<file path="src/rtl/clk_div_pkg.sv">
// Shared types and constants for the programmable clock divider.
package clk_div_pkg;
  localparam int DIV_W_DEF = 8;
  localparam int MIN_DIV   = 2;

  typedef enum logic [1:0] {OFF, RUN, PEND} state_e;
endpackage

</file>
<file path="src/rtl/clk_div_if.sv">
// Ratio-change request channel: valid/ready handshake plus illegal-ratio flag.
interface clk_div_if #(parameter int DIV_W = 8);
  logic             req_valid;
  logic [DIV_W-1:0] req_div;
  logic             req_ready;
  logic             err_illegal;

  modport master (output req_valid, req_div, input req_ready, err_illegal);
  modport slave  (input req_valid, req_div, output req_ready, err_illegal);
endinterface

</file>
<file path="src/rtl/clk_div_core.sv">
// Period counter and 50%-duty output stage; a negedge flop stretches odd ratios
// by half a reference cycle.
module clk_div_core #(
  parameter int DIV_W = 8
) (
  input  logic             clk,
  input  logic             rst_n,
  input  logic [DIV_W-1:0] div,
  input  logic             run,
  output logic             clk_out,
  output logic             wrap,
  output logic             tick
);
  logic [DIV_W-1:0] cnt_q, cnt_d;
  logic             run_q, pos_q, pos_d, neg_q, tick_q, tick_d;

  assign wrap = run_q && (cnt_q == div - DIV_W'(1));

  // run is next-cycle running, so a fresh start lands on cnt=0 with pos already high
  always_comb begin
    cnt_d  = (run && run_q && !wrap) ? cnt_q + DIV_W'(1) : '0;
    pos_d  = run && (cnt_d < (div >> 1));
    tick_d = run && (cnt_d == '0);
  end

  always_ff @(posedge clk) begin
    if (!rst_n) begin
      cnt_q  <= '0;
      run_q  <= 1'b0;
      pos_q  <= 1'b0;
      tick_q <= 1'b0;
    end else begin
      cnt_q  <= cnt_d;
      run_q  <= run;
      pos_q  <= pos_d;
      tick_q <= tick_d;
    end
  end

  always_ff @(negedge clk) begin
    if (!rst_n) neg_q <= 1'b0;
    else        neg_q <= pos_q & div[0];
  end

  assign clk_out = pos_q | neg_q;
  assign tick    = tick_q;
endmodule

</file>
<file path="src/rtl/clk_div_ctrl.sv">
// Divider controller: applies ratio changes and start/stop only at period boundaries.
module clk_div_ctrl
  import clk_div_pkg::*;
#(
  parameter int DIV_W       = DIV_W_DEF,
  parameter int DEFAULT_DIV = 3
) (
  input  logic             clk,
  input  logic             rst_n,
  input  logic             en,
  clk_div_if.slave         req,
  output logic             busy,
  output logic [DIV_W-1:0] div_active,
  output logic             clk_out,
  output logic             tick
);
  state_e           state_q, state_d;
  logic [DIV_W-1:0] div_q, div_d, pend_q, pend_d;
  logic             err_q, err_d;
  logic             accept, legal, wrap, run;

  assign req.req_ready = (state_q != PEND);
  assign accept        = req.req_valid && req.req_ready;
  assign legal         = (req.req_div >= DIV_W'(MIN_DIV));

  always_comb begin
    state_d = state_q;
    div_d   = div_q;
    pend_d  = pend_q;
    err_d   = accept && !legal;
    unique case (state_q)
      OFF: begin
        if (accept && legal) div_d = req.req_div;
        if (en) state_d = RUN;
      end
      RUN: begin
        // stopping at this boundary: nothing is emitted, so a new ratio loads directly
        if (wrap && !en) begin
          state_d = OFF;
          if (accept && legal) div_d = req.req_div;
        end else if (accept && legal) begin
          pend_d  = req.req_div;
          state_d = PEND;
        end
      end
      PEND: begin
        if (wrap) begin
          div_d   = pend_q;
          state_d = en ? RUN : OFF;
        end
      end
      default: state_d = OFF;
    endcase
  end

  always_ff @(posedge clk) begin
    if (!rst_n) begin
      state_q <= OFF;
      div_q   <= DIV_W'(DEFAULT_DIV);
      pend_q  <= DIV_W'(DEFAULT_DIV);
      err_q   <= 1'b0;
    end else begin
      state_q <= state_d;
      div_q   <= div_d;
      pend_q  <= pend_d;
      err_q   <= err_d;
    end
  end

  assign run = (state_d != OFF);

  clk_div_core #(.DIV_W(DIV_W)) u_core (
    .clk     (clk),
    .rst_n   (rst_n),
    .div     (div_q),
    .run     (run),
    .clk_out (clk_out),
    .wrap    (wrap),
    .tick    (tick)
  );

  assign busy            = (state_q == PEND);
  assign div_active      = div_q;
  assign req.err_illegal = err_q;
endmodule

</file>
<file path="src/flat_wrapper.sv">
// flat-port wrapper written by rule: the top's interface ports become plain ports
module clk_div_ctrl_flat import clk_div_pkg::*;
#(
  parameter int DIV_W       = DIV_W_DEF,
  parameter int DEFAULT_DIV = 3
)
  (clk, rst_n, en, busy, div_active, clk_out, tick, req_req_valid, req_req_div, req_req_ready, req_err_illegal);
  clk_div_if #(.DIV_W(DIV_W)) req_i ();
  input  logic clk;
  input  logic rst_n;
  input  logic en;
  output logic busy;
  output logic [DIV_W-1:0] div_active;
  output logic clk_out;
  output logic tick;
  input wire logic [$bits(req_i.req_valid)-1:0] req_req_valid;
  input wire logic [$bits(req_i.req_div)-1:0] req_req_div;
  output wire logic [$bits(req_i.req_ready)-1:0] req_req_ready;
  output wire logic [$bits(req_i.err_illegal)-1:0] req_err_illegal;
  assign req_i.req_valid = req_req_valid;
  assign req_i.req_div = req_req_div;
  assign req_req_ready = req_i.req_ready;
  assign req_err_illegal = req_i.err_illegal;
  clk_div_ctrl #(.DIV_W(DIV_W), .DEFAULT_DIV(DEFAULT_DIV)) u_core (.clk(clk), .rst_n(rst_n), .en(en), .req(req_i), .busy(busy), .div_active(div_active), .clk_out(clk_out), .tick(tick));
endmodule
</file>
<file path="config.mk">
export PLATFORM = sky130hd
export DESIGN_NAME = clk_div_ctrl_flat
export DESIGN_NICKNAME = d
export VERILOG_FILES = /design/src/rtl/clk_div_pkg.sv /design/src/rtl/clk_div_if.sv /design/src/rtl/clk_div_core.sv /design/src/rtl/clk_div_ctrl.sv /design/src/flat_wrapper.sv
export SDC_FILE = /design/constraint.sdc
export NUM_CORES = 1
export LEC_CHECK = 0
export CAP_MARGIN = 40
export CORE_MARGIN = 10
export CORE_UTILIZATION = 37
export DETAILED_ROUTE_END_ITERATION = 10
export HOLD_SLACK_MARGIN = 0.06
export PLACE_DENSITY = 0.66
export SYNTH_ARGS = -nofsm -noshare
export SYNTH_HDL_FRONTEND = slang
export SYNTH_SLANG_ARGS = --single-unit
</file>
<file path="constraint.sdc">
create_clock -name clk -period 3.2 [get_ports clk]
set_clock_uncertainty 0.1 [all_clocks]
set_input_delay 0.96 -clock clk [delete_from_list [all_inputs] [get_ports clk]]
set_output_delay 0.96 -clock clk [all_outputs]
set_load 0.03 [all_outputs]
</file>
==> reports/results.tsv, run 1 <==
stage	metric	value	unit
worst_setup_path	cp.required	2140	ps
finish	num-fill-cells	471	
finish	multi_input_area	1091	µm²
finish	num_antenna_cells	0	
synthesis	synth_cell_types	47	
floorplan	ios	25	
placement	place.gp.congestion	0.7928	
clock_tree	path_clk_slew	60	ps
detailed_routing	drt-initial-drc-count	106	
synthesis	synth_edf_count	0	
power_and_ir_drop	ir_drop	0.1825	mV
detailed_routing	ant_nets	0	
timing	finalSetupTns	-426.0	ps
timing	maxSlewHeadroom	69.93	%
floorplan	num_rows	25	
synthesis	synth_warnings	0	
global_route	antenna_found_initial	0	
min_path	hp-class	reg -> reg	
clock_tree	cts_root_buffer	clkbuf_8	
synthesis	yosysTopAreaCell	dfxtp_1	
floorplan	core_area	4723	µm²
floorplan	die_w	89.83	µm
synthesis	synthesis.area	1804	µm²
global_route	grtUsageTotal	10.80	%
worst_setup_path	critical_path_peak_fanout	1	
power_and_ir_drop	p_leak	0.9439	nW
finish	synthToLayoutAreaGrowth	22.61	%
synthesis	async_flop_share	0	%
outcome	status	finished with violations	
timing	setup-violations-final	1	
synthesis	synth_top_cells_by_count	dfxtp_1, nor2_1, mux2i_1, inv_1, nand2_1	
synthesis	synthCells	208	
worst_setup_path	endpoint_kind	output port	
placement	numPortBuffers	24	
detailed_routing	wl	4.165	mm
detailed_routing	dr_total_vias	1510	
finish	layout.nets	255	
synthesis	syn-num-nets	228	
timing	finalHoldViolCount	0	
clock_tree	cts_tree	yes	
placement	place_hpwl	3.162	mm
timing	rsz0062_at_grt	yes	
timing	fin_ws	-426.0	ps
timing	tightest_slew	451.0	ps
synthesis	synth.most_common_cell	dfxtp_1	
clock_tree	numClockSinks	31	
clock_tree	clk_latency	290	ps
detailed_routing	first_pass_iters	4	
synthesis	syn_avg_cell_area	8.674	µm²
worst_setup_path	arrival	2570	ps
synthesis	ys_seq_area_share	34.40	%
outcome	violations	negative setup slack	
global_route	grt_pass1_wl	7.362	mm
clock_tree	cts_buffers	5	
floorplan	fp.dieArea	8069	µm²
global_route	grt-ovfl-total	0	
finish	final_core_util	46.83	%
timing	drv_slew	0	
global_route	grt_max_degree	23	
clock_tree	clk_path_buf_depth	2	
detailed_routing	viasPerCell	4.983	
synthesis	yosys_register_bits	31	
placement	dp_slack	-536.1	ps
finish	seqCellArea	620.6	µm²
synthesis	synth_top_area_share	34.40	%
detailed_routing	drc	0	
clock_tree	htree_levels	2	
detailed_routing	wl_per_cell	13.75	µm
run	maxCapViolations	0	
synthesis	synthTopCellsByArea	dfxtp_1, mux2i_1, ha_1, nor2_1, o211a_1	
finish	drive_above_1_share	9.746	%
clock_tree	cts_hold_buf	0	
floorplan	die_h	89.83	µm
power_and_ir_drop	p_per_area	442.4	nW/µm²
worst_setup_path	worstSetupPathType	reg -> out	
worst_setup_path	rrSetupSlack	270	ps
timing	whs	373.1	ps
global_route	grt_pass1_vias	1542	
worst_setup_path	start_kind	flip-flop	
floorplan	start_util	38.20	%
synthesis	ys.flop_type	dfxtp_1	
area by class of cell:
cell class / count / area share, %
clock buffers: 6 / 3.281
clock inverters: 3 / 0.7353
inverters: 13 / 2.206
multi-input cells: 154 / 49.32
flip-flops and latches: 31 / 28.05
well taps: 67 / 3.790
repair buffers: 29 / 12.61
worst paths after layout:
check | endpoint | cells after the start | start
hold reg to reg | u_core.pend_q[0] | 2 | u_core.pend_q[0]
setup reg to reg | u_core.u_core.pos_q | 14 | u_core.div_active[0]
setup / recovery | clk_out | 2 | u_core.u_core.neg_q
hold / removal | u_core.pend_q[0] | 2 | u_core.pend_q[0]
what timing repair did:
action	in CTS	in global routing
resized for setup	7	0
pin swaps	0	0
setup endpoints to repair	1	1
setup buffers	0	0
power breakdown:
group / internal (mW) / switching [mW] / total [mW]
registers: 0.411 / 0.0318 / 0.443
logic: 0.109 / 0.125 / 0.234
clock network: 0.153 / 0.150 / 0.302
sequential cells by signal (all words and copies together) (netlist names):
signal,cells
u_core.u_core.run_q,1
u_core.u_core.neg_q,1
u_core.u_core.tick,1
u_core.pend_q,8
u_core.u_core.pos_q,1
u_core.state_q,2
u_core.div_active,8
u_core.u_core.cnt_q,8
u_core.req.err_illegal,1
metal layers:
layer | vias to the layer above | part of all wire [%] | track usage, %
li1 | 791 | - | -
met1 | 693 | 50 | 13.54
met2 | 20 | 44 | 16.40
met3 | 6 | 3.7 | 2.909
met4 | 0 | 2.0 | 5.660
met5 | - | 0 | 0
per-stage QoR:
stage	power (mW)	std cells	instance area, µm²
after CTS	0.9887	303	2212
after global placement	0.6858	295	2126
final	0.9787	303	2212
after global routing	1.028	303	2212
after floorplan	0.6024	208	1807
after detailed placement	0.6875	295	2126
cell usage in the layout (no fill, tap or decap), types with 2 or more instances in the layout:
master           instances
nor3_2                   2
o21ai_0                  2
or3_1                    2
a31oi_1                  5
nor3_1                   5
buf_4                    5
ha_1                     8
nand2b_1                 2
xor2_1                   7
nor2_1                  22
and4_1                   2
nand3_1                  9
clkdlybuf4s50_1         23
nand2_1                 10
dfxtp_1                 31
clkbuf_8                 5
inv_1                   13
a21oi_1                  5
xnor2_1                  8
o21ai_1                  8
o211a_1                  7
mux2i_1                 16
and3_1                   4
nor2b_1                  8
nand4_1                  2
critical path: stages, from the launching register on:
cell and delay [ps]:
dfxtp_1 280, or2_4 220, buf_6 130
cells by family after synthesis:
logic type | synth area share, %
adders and majority gates | 5.548
DFF | 34.40
muxes | 8.876
AOI/OAI and AO/OA | 16.44
buffers and inverters | 5.270
xor gates and xnor gates | 7.282
and+or+nand+nor | 22.19
No activity file was read; power rests on OpenSTA's default activity.
==> run 2: changes to the inputs <==
--- a/config.mk
+++ b/config.mk
@@ -10,7 +10,7 @@
 export CORE_UTILIZATION = 37
 export DETAILED_ROUTE_END_ITERATION = 10
 export HOLD_SLACK_MARGIN = 0.06
-export PLACE_DENSITY = 0.66
+export PLACE_DENSITY = 0.6
 export SYNTH_ARGS = -nofsm -noshare
 export SYNTH_HDL_FRONTEND = slang
 export SYNTH_SLANG_ARGS = --single-unit
==> reports/results.tsv, run 2 (synthesis gave the netlist of run 1 again) <==
stage	metric	value	unit	change
power_and_ir_drop	ir_drop	0.1692	mV	was 0.1825 mV
timing	rsz0062_at_grt	yes		unchanged
detailed_routing	viasPerCell	4.938		was 4.983
finish	layout_common_cells	dfxtp_1, clkdlybuf4s50_1, nor2_1		unchanged
floorplan	core_area	4723	µm²	unchanged
clock_tree	cts_tree	yes		unchanged
finish	final_cells	305		was 303
floorplan	ios	25		unchanged
floorplan	die_h	89.83	µm	unchanged
clock_tree	clk_path_buf_depth	2		unchanged
detailed_routing	ant_nets	0		unchanged
power_and_ir_drop	power.total	0.9793	mW	was 0.9787 mW
detailed_routing	wl	4.255	mm	was 4.165 mm
worst_setup_path	cp.required	2140	ps	about the same
run	maxCapViolations	0		unchanged
outcome	violations	negative setup slack		unchanged
global_route	grtUsageTotal	10.40	%	was 10.80%
timing	drv_slew	0		unchanged
global_route	grt_pass1_vias	1490		was 1542
floorplan	start_util	38.20	%	unchanged
finish	seqCellArea	620.6	µm²	unchanged
finish	drive_above_1_share	10.08	%	was 9.746%
floorplan	fp.dieArea	8069	µm²	unchanged
timing	finalSetupTns	-435.5	ps	was -426.0 ps
placement	dpl.cell_count	297		was 295
detailed_routing	met1_length	2.169	mm	was 2.101 mm
finish	synthToLayoutAreaGrowth	23.23	%	was 22.61%
placement	place_hpwl	3.258	mm	was 3.162 mm
worst_setup_path	start_kind	flip-flop		unchanged
global_route	grt_pass1_wl	7.051	mm	was 7.362 mm
detailed_routing	dr_total_vias	1506		was 1510
global_route	antenna_found_initial	0		unchanged
power_and_ir_drop	p_per_area	440.5	nW/µm²	was 442.4 nW/µm²
global_route	grt_max_degree	23		unchanged
clock_tree	cts_buffers	5		unchanged
placement	place_area	2141	µm²	was 2126 µm²
clock_tree	path_clk_slew	60	ps	about the same
finish	num-fill-cells	488		was 471
min_path	hp-class	reg -> reg		unchanged
clock_tree	numClockSinks	31		unchanged
worst_setup_path	worstSetupPathType	reg -> out		unchanged
clock_tree	htree_levels	2		unchanged
finish	num_antenna_cells	0		unchanged
detailed_routing	wl_per_cell	13.95	µm	was 13.75 µm
timing	tightest_slew	451.2	ps	was 451.0 ps
timing	fin_ws	-435.5	ps	was -426.0 ps
timing	setup-violations-final	1		unchanged
worst_setup_path	endpoint_kind	output port		unchanged
detailed_routing	drc	0		unchanged
floorplan	num_rows	25		unchanged
floorplan	die_w	89.83	µm	unchanged
outcome	status	finished with violations		unchanged
clock_tree	postCtsSetupBuffers	0		unchanged
detailed_routing	wl_met2	1.808	mm	was 1.824 mm
detailed_routing	wl_met3	193	µm	was 154 µm
finish	multi_input_area	1091	µm²	unchanged
finish	final_area	2223	µm²	was 2212 µm²
placement	numPortBuffers	24		unchanged
worst_setup_path	arrival	2580	ps	was 2570 ps
global_route	grt-ovfl-total	0		unchanged
worst_setup_path	critical_path_peak_fanout	1		unchanged
placement	place.gp.congestion	0.7962		was 0.7928
clock_tree	clk_latency	290	ps	about the same
finish	layout.nets	257		was 255
power_and_ir_drop	p_leak	0.9583	nW	was 0.9439 nW
timing	maxSlewHeadroom	69.92	%	was 69.93%
detailed_routing	first_pass_iters	4		unchanged
timing	finalHoldViolCount	0		unchanged
clock_tree	cts_root_buffer	clkbuf_8		unchanged
detailed_routing	drt-initial-drc-count	64		was 106
finish	final_common_cell	dfxtp_1		unchanged
detailed_routing	routed.top_layer	met4		unchanged
timing	whs	370.9	ps	was 373.1 ps
[run 2: cell count changes in the layout (fill, tap and decap cells not counted)]
cell	previous run	this run
clkinv_2	0	1
clkbuf_1	1	2
clkinvlp_4	1	0
buf_4	5	7
clkinvlp_2	1	0
[run 2: timing repair]
| item | in CTS | in global routing |
|---|---|---|
| pin swaps | 0 | 0 |
| gates resized for setup | 7 | 0 |
| hold buffers | 0 | 0 |
| setup endpoints to repair | 1 | 1 |
[run 2: report_power, final]
group / internal [mW] / switching, mW
Sequential: 0.411 / 0.0305
Combinational: 0.111 / 0.126
Clock: 0.154 / 0.147
Total: 0.675 / 0.304
[run 2: critical path, cell delays in order, from the launching register on]
cell and delay (ps):
dfxtp_1 290, or2_4 220, buf_6 130
[run 2: layout make-up]
cell class / instances / share of cell area, %
clock buffers: 7 / 3.433
well taps: 67 / 3.770
multi-input cells: 154 / 49.07
flip-flops and latches: 31 / 27.91
inverters: 13 / 2.195
repair buffers: 31 / 13.22
clock inverters: 2 / 0.3939
[run 2: metrics by stage]
| step | util, % | worst slack [ps] |
|---|---|---|
| after global routing | 47.07 | -464.6 |
| after global placement | 45.32 | -537.6 |
| final | 47.07 | -435.5 |
| after floorplan | - | 2.738 |
| after detailed placement | 45.32 | -538.5 |
| after CTS | 47.07 | -447.7 |
[run 2: worst paths after layout]
check	start	end	slack [ps]	depth (start not counted)
hold / removal	u_core.pend_q[0]	u_core.pend_q[0]	370	2
hold reg to reg	u_core.pend_q[0]	u_core.pend_q[0]	370	2
setup / recovery	u_core.u_core.neg_q	clk_out	-440	2
setup reg to reg	u_core.div_active[0]	u_core.u_core.pos_q	320	13
[run 2: routing by layer]
layer,up-vias,GRT usage [%]
met3,6,2.577
met4,0,5.660
li1,790,-
met2,30,15.44
met5,-,0
met1,680,13.39
==> run 3: changes to the inputs <==
--- a/config.mk
+++ b/config.mk
@@ -11,6 +11,7 @@
 export DETAILED_ROUTE_END_ITERATION = 10
 export HOLD_SLACK_MARGIN = 0.06
 export PLACE_DENSITY = 0.6
+export SLEW_MARGIN = 10
 export SYNTH_ARGS = -nofsm -noshare
 export SYNTH_HDL_FRONTEND = slang
 export SYNTH_SLANG_ARGS = --single-unit
==> results of run 3 <==
Final layout, timing and power as in run 2 (identical DEF).
